File: config.mk
export PLATFORM = sky130hd
export DESIGN_NAME = spi_ram
export DESIGN_NICKNAME = d
export VERILOG_FILES = /design/src/rtl/spi_pkg.sv /design/src/rtl/spi_ram_array.sv /design/src/rtl/spi_ram.sv
export SDC_FILE = /design/constraint.sdc
export NUM_CORES = 2
export LEC_CHECK = 0
export BUFFER_PORTS_ARGS = -buffer_cell sky130_fd_sc_hd__buf_4
export CORE_AREA = 5 5 291 506
export CTS_CLUSTER_SIZE = 24
export DETAILED_ROUTE_END_ITERATION = 16
export DIE_AREA = 0 0 296 511
export PLACE_DENSITY = 0.82
export SETUP_SLACK_MARGIN = 0.05
export SLEW_MARGIN = 20
export SYNTH_ARGS = -nofsm -noshare
export SYNTH_HDL_FRONTEND = slang
export SYNTH_SLANG_ARGS = --single-unit
File: constraint.sdc
create_clock -name clk -period 2.6 [get_ports clk]
set_input_delay 0.52 -clock clk [delete_from_list [all_inputs] [get_ports clk]]
set_output_delay 0.52 -clock clk [all_outputs]
set_load 0.02 [all_outputs]
File: src/rtl/spi_pkg.sv
// Constants shared by spi_ram and the SPI slave: frame layout and command codes.
package spi_pkg;

   localparam int unsigned FRAME_W = 10;
   localparam int unsigned DATA_W  = 8;

   localparam logic [1:0] CMD_WR_ADDR = 2'b00;
   localparam logic [1:0] CMD_WR_DATA = 2'b01;
   localparam logic [1:0] CMD_RD_ADDR = 2'b10;
   localparam logic [1:0] CMD_RD_DATA = 2'b11;

endpackage

File: src/rtl/spi_ram_array.sv
// DEPTH x 8 storage, synchronous write and synchronous read ports, no reset.
module spi_ram_array
   import spi_pkg::*;
#(
   parameter int unsigned DEPTH  = 256,
   parameter int unsigned ADDR_W = 8
) (
   input  logic              clk,
   input  logic              we,
   input  logic [ADDR_W-1:0] waddr,
   input  logic [DATA_W-1:0] wdata,
   input  logic              re,
   input  logic [ADDR_W-1:0] raddr,
   output logic [DATA_W-1:0] rdata
);

   localparam int unsigned IDX_W = (DEPTH > 1) ? $clog2(DEPTH) : 1;

   logic [DATA_W-1:0] mem [DEPTH];
   logic [IDX_W-1:0]  widx;
   logic [IDX_W-1:0]  ridx;

   // Callers gate we/re with the range check, so only the low index bits matter.
   assign widx = waddr[IDX_W-1:0];
   assign ridx = raddr[IDX_W-1:0];

   always_ff @(posedge clk) begin
      if (we) begin
         mem[widx] <= wdata;
      end
      if (re) begin
         rdata <= mem[ridx];
      end
   end

endmodule

File: src/rtl/spi_ram.sv
// Command decoder and address registers in front of spi_ram_array.
// Optional address auto-increment is enabled by defining SPI_RAM_AUTO_INC_EN.
module spi_ram
   import spi_pkg::*;
#(
   parameter int unsigned MEM_DEPTH = 256,
   parameter int unsigned ADDR_SIZE = 8
) (
   input  logic               clk,
   input  logic               reset_n,
   input  logic [FRAME_W-1:0] rx_data,
   input  logic               rx_valid,
   output logic [DATA_W-1:0]  tx_data,
   output logic               tx_valid
);

   localparam logic [ADDR_SIZE:0] DEPTH_LIM = (ADDR_SIZE + 1)'(MEM_DEPTH);
`ifdef SPI_RAM_AUTO_INC_EN
   localparam logic [ADDR_SIZE-1:0] ADDR_LAST = ADDR_SIZE'(MEM_DEPTH - 1);
`endif

   logic [1:0]           cmd;
   logic [ADDR_SIZE-1:0] pay_addr;
   logic [ADDR_SIZE-1:0] wr_addr_q, wr_addr_d;
   logic [ADDR_SIZE-1:0] rd_addr_q, rd_addr_d;
   logic                 tx_valid_q, tx_valid_d;
   logic                 rd_zero_q, rd_zero_d;
   logic                 wr_in_range, rd_in_range;
   logic                 mem_we, mem_re;
   logic [DATA_W-1:0]    mem_rdata;

   assign cmd         = rx_data[FRAME_W-1:DATA_W];
   assign pay_addr    = ADDR_SIZE'(rx_data[DATA_W-1:0]);
   assign wr_in_range = {1'b0, wr_addr_q} < DEPTH_LIM;
   assign rd_in_range = {1'b0, rd_addr_q} < DEPTH_LIM;

   always_comb begin
      wr_addr_d  = wr_addr_q;
      rd_addr_d  = rd_addr_q;
      tx_valid_d = tx_valid_q;
      rd_zero_d  = rd_zero_q;
      mem_we     = 1'b0;
      mem_re     = 1'b0;
      if (rx_valid) begin
         tx_valid_d = 1'b0;
         case (cmd)
            CMD_WR_ADDR: wr_addr_d = pay_addr;
            CMD_WR_DATA: begin
               mem_we = wr_in_range;
`ifdef SPI_RAM_AUTO_INC_EN
               wr_addr_d = (wr_addr_q == ADDR_LAST) ? '0 : wr_addr_q + ADDR_SIZE'(1);
`endif
            end
            CMD_RD_ADDR: rd_addr_d = pay_addr;
            default: begin
               // Out-of-range reads leave the array port idle and force the output to zero.
               mem_re     = rd_in_range;
               rd_zero_d  = ~rd_in_range;
               tx_valid_d = 1'b1;
`ifdef SPI_RAM_AUTO_INC_EN
               rd_addr_d = (rd_addr_q == ADDR_LAST) ? '0 : rd_addr_q + ADDR_SIZE'(1);
`endif
            end
         endcase
      end
   end

   always_ff @(posedge clk) begin
      if (!reset_n) begin
         wr_addr_q  <= '0;
         rd_addr_q  <= '0;
         tx_valid_q <= 1'b0;
         rd_zero_q  <= 1'b1;
      end else begin
         wr_addr_q  <= wr_addr_d;
         rd_addr_q  <= rd_addr_d;
         tx_valid_q <= tx_valid_d;
         rd_zero_q  <= rd_zero_d;
      end
   end

   // Array has no reset, so a command arriving during reset must not touch it.
   spi_ram_array #(
      .DEPTH  (MEM_DEPTH),
      .ADDR_W (ADDR_SIZE)
   ) u_array (
      .clk   (clk),
      .we    (mem_we & reset_n),
      .waddr (wr_addr_q),
      .wdata (rx_data[DATA_W-1:0]),
      .re    (mem_re & reset_n),
      .raddr (rd_addr_q),
      .rdata (mem_rdata)
   );

   assign tx_data  = rd_zero_q ? '0 : mem_rdata;
   assign tx_valid = tx_valid_q;

endmodule
**Yosys cells after proc, flatten, opt, wreduce, memory -nomap -nowiden**

Memory sizes are Yosys's and may differ from the RTL's. A register that Yosys moved wholly into a read port is not among the register bits.
Index checks and enable logic that the tools add are counted.

- Logic and storage cells: 22
- Flip-flop bits (word level): 18
- Memories: 1
- Bits in writable memories: 2048

Memories:

| name | depth | width | rd ports | clocked after Yosys merged registers in | write ports | line | text |
|---|---|---|---|---|---|---|---|
| u_array.mem | 256 | 8 | 1 | 1 | 1 | spi_ram_array.sv:19 | `logic [DATA_W-1:0] mem [DEPTH];` |

- Muxes and demuxes: 7
- Bitwise logic cells: 3
- Equality and inequality tests: 2
- Reductions and logical operators: 5

Operators with widths:

| kind | count |
|---|---|
| 8-bit 2-to-1 mux | 1 |
| 1-bit 2-to-1 mux | 6 |
| 2-bit AND reduction | 3 |
| 3-bit OR reduction | 1 |
| 1-bit AND | 2 |
| 2-bit by 1-bit equality test with 1-bit output, second input constant | 1 |
| 2-bit equality test, second input constant | 1 |
| 2-bit logical NOT | 1 |
| 1-bit NOT | 1 |

**Logic depth before layout (Yosys ltp)**

- Depth in word-level cells: 6
- Mapped depth: 11

**Modules after synthesis**

From an unflattened synthesis, not the netlist that was laid out.

- Cells, all modules: 3814
- Area total of the unflattened synthesis: 80407.1 um^2

Modules (own cells, without submodules):

| module | instances | area an instance (um^2) | cells an instance | sequential area each (um^2) |
|---|---|---|---|---|
| spi_ram_array | 1 | 79636.4 | 3733 | 61739.2 |
| spi_ram | 1 | 770.7 | 81 | 360.3 |

**Least setup slack after synthesis**

OpenSTA, ideal clock, no wires.

- Kind: in2reg
- Start: input port reset_n
- End: memory u_array.mem[160][0], enable pin
- Setup slack: -4 ps
- Stages on the path: 7
- Arrival time: 2234 ps
- Cells stage by stage: clkbuf_1 > nand3_1 > nor2_1 > clkbuf_1 > nand3_1 > clkbuf_1 > nor2_1

- Longest elaborated chain between the ends: 3

Ends and longest elaborated chain:

| what | line | text |
|---|---|---|
| start, declared | spi_ram.sv:10 | `input logic reset_n,` |
| 1-bit AND | spi_ram.sv:88 | `.we (mem_we & reset_n),` |
| 1-bit 2-to-1 mux | spi_ram_array.sv:28 | `if (we) begin` |
| 1-bit 2-to-1 mux (not written as such) | spi_ram_array.sv:29 | `mem[widx] <= wdata;` |
| end, declared | spi_ram_array.sv:19 |  |

Every way passes these cells.

==> reports/metrics.yaml <==
status: "finished, violations left"
violations: "setup timing"
num_vias: 46100
avgSynthCellArea_um2: 20.7
clk_pin_slew_ns: 0.08
intPower_mw: 51.8
grt_pass1_vias: 46500
ant_nets: 0
comb_power_share_pct: 4.7
p_sw_share_pct: 21.1
min_path_cells: 3
crit_path_end_kind: "flop"
port_buffers: 21
netSwitchingPower_mw: 13.8
fin_cells: 6600
ir_drop_mv: 0.648
die_area_um2: 151000
required_ns: 3.25
first_iter_violations: 7462
reg2regPathDepth: 9
synth_nets: 3911
cts_inserted_buffers: 165
clkPwrFrac_pct: 39.3
die_h_um: 511
final_cell_mix: "2056 x edfxtp_1, 639 x buf_4, 436 x mux4_2"
ys_seq_elements: 2074
grt_max_degree: 77
ys_seq_area_share_pct: 77.0
crit_arrival_ns: 3.74
cp-start-kind: "flop"
final_common_cell: "edfxtp_1"
rsz0062_at_grt: "true"
finalHoldViolCount: 0
grt_overflow: 0
place_inst: 6200
yosys.cell_types.count: 60
synth_top_cell_by_area: "edfxtp_1"
coreArea_um2: 143000
cap_viol_max_count: 0
antenna_found_initial: 4
synth_enable_flop_cells: 2056
min_period_ns: 3.08
layout-drive-gt1-share_pct: 35.5
synth_top_area_share_pct: 76.6
wl_per_cell_um: 35.8
crit_fanout: 19
p_per_area_nw_per_um2: 686
grt_first_pass_wirelength_um: 324000
p_leak_nw: 30.0
setup_viol: 9
wirelength_um: 236000
relSlewSlack_pct: 39.3
cts.sinks: 2074
crit_type: "reg -> reg"
ys.flop_type: "edfxtp_1"
clkLatencyLatePin_ns: 0.83
areaGrowthSynthToFinish_pct: 18.6
firstDrtPassIters: 6
fin_nets: 4615
clock_path_buffers: 3
p_seq_share_pct: 56.0
post-route-period-util_pct: 119
hp-class: "in -> reg"
fin_skew_ns: 0.0362
cts_tree: "done"
grt_usage_pct: 29.9
h-tree-depth: 4
slew_viol_final: 0
ys_warn_count: 0
setup_slack_ns: -0.482
die_x_um: 296
start_util_pct: 56.4
nFillCells: 8084
async_flop_share_pct: 0
timing.fmax_mhz: 324
ios: 22
drc_errors: 0
design_power_total_mw: 65.6
routabilityCongestion: 0.944
worst_pin_slew_ns: 0.909
via_per_inst: 6.99
root_buffer: "clkbuf_16"
synth_area_um2: 80600
worst_hold_slack_ns: 0.105
synth_top_cells_by_area: "edfxtp_1 77%, mux4_2 12%, mux2i_1 2.1%, nor2_1 1.4%, a22oi_1 1.1%"
synthCells: 3898
fp-row-count: 184
hpwl_um: 137000
==> path summary, 6_finish.rpt <==
kind / from / end / slack (ns)
max: rd_addr_q[1] / u_array.rdata[6] / -0.48
min: rx_valid / tx_valid / 0.11
max reg2reg: rd_addr_q[1] / u_array.rdata[6] / -0.48
min reg2reg: tx_valid / tx_valid / 0.61
==> kinds of logic (layout without fill, tap and decap cells) <==
group | count (synthesis) | in the layout | synth area share, %
buf+inv | 249 | 1087 | 1.87
compound gates | 412 | 412 | 3.48
simple gates | 544 | 544 | 3.16
mux | 619 | 619 | 14.5
other cells | 0 | 4 | 0
flops | 2074 | 2074 | 77.0
==> routing by layer <==
metal | global-route usage (%) | wire length, um | vias up
li1 | - | - | 17600
met1 | 33.0 | 67000 | 23200
met2 | 50.6 | 119000 | 4182
met3 | 5.88 | 23600 | 1186
met4 | 23.3 | 26200 | 2
met5 | 0 | 9 | -
==> worst max-delay path, cell delays in order (launching register included) <==
cell and delay [ns]:
dfxtp_4 0.42, buf_6 0.20, buf_12 0.21, buf_4 0.22, mux4_2 0.22, mux2i_1 0.13, a211oi_2 0.78, a211oi_2 0.18
buf_4 0.22, nor4_4 0.27
==> final cells by class <==
| class | count | area [um2] | area share [%] |
|---|---|---|---|
| Multi-Input combinational cell | 1575 | 18200 | 19.0 |
| Clock buffer | 207 | 4460 | 4.66 |
| Clock inverter | 94 | 967 | 1.01 |
| Tap cell | 1860 | 2330 | 2.43 |
| Antenna cell | 4 | 10.0 | 0.0105 |
| Timing Repair Buffer | 781 | 7530 | 7.88 |
| Inverter | 5 | 18.8 | 0.0196 |
| Sequential cell | 2074 | 62100 | 64.9 |
==> state kept, by name (all words and copies together) (netlist names) <==
name and flops:
u_array.rdata 8, rd_zero_q 1, wr_addr_q 8, tx_valid 1, rd_addr_q 8, u_array.mem 2048
==> power groups by stage <==
stage / combinational (mW) / sequential (mW) / clock, mW
global placement: 2.57 / 37.5 / 0
global route: 3.19 / 36.7 / 27.3
CTS: 2.88 / 36.7 / 25.6
finish: 3.11 / 36.7 / 25.8
floorplan: 1.16 / 37.5 / 0
detailed placement: 2.65 / 37.5 / 0
==> Yosys cell counts, drive strengths merged (5+ instances only) <==
library cell / count
a211oi: 15
a21boi: 8
a21oi: 94
a221oi: 7
a22o: 11
a22oi: 116
a31oi: 16
and2: 6
and3: 5
buf: 138
clkbuf: 106
dfxtp: 18
edfxtp: 2056
mux2: 16
mux2i: 167
mux4: 436
nand2: 50
nand2b: 10
nand3: 26
nand3b: 12
nor2: 290
nor2b: 46
nor3: 38
nor4: 27
o21ai: 26
o221ai: 40
o22ai: 57
o32ai: 6
or2: 5
or3: 14
==> stage by stage <==
stage / util (%) / TNS, ns / setup WS [ns] / instance area, um2
4_1_cts: 66.2 / -1.85 / -0.324 / 94700
5_1_grt: 66.9 / -2.64 / -0.479 / 95600
2_1_floorplan: - / -0.517 / -0.00406 / 80700
3_3_place_gp: 61.4 / -3.85 / -0.811 / 87800
3_5_place_dp: 61.4 / -4.02 / -0.881 / 87800
6_report: 66.9 / -2.38 / -0.482 / 95600
==> repair_timing <==
item / 4_1_cts / 5_1_grt
pin swaps: 31 / 53
setup buffers: 47 / 52
setup endpoints to repair: 8 / 9
hold buffers: 0 / 0
gates cloned: 4 / 1
gates resized for setup: 163 / 110
Note: power is estimated with default switching activity, not from simulation.
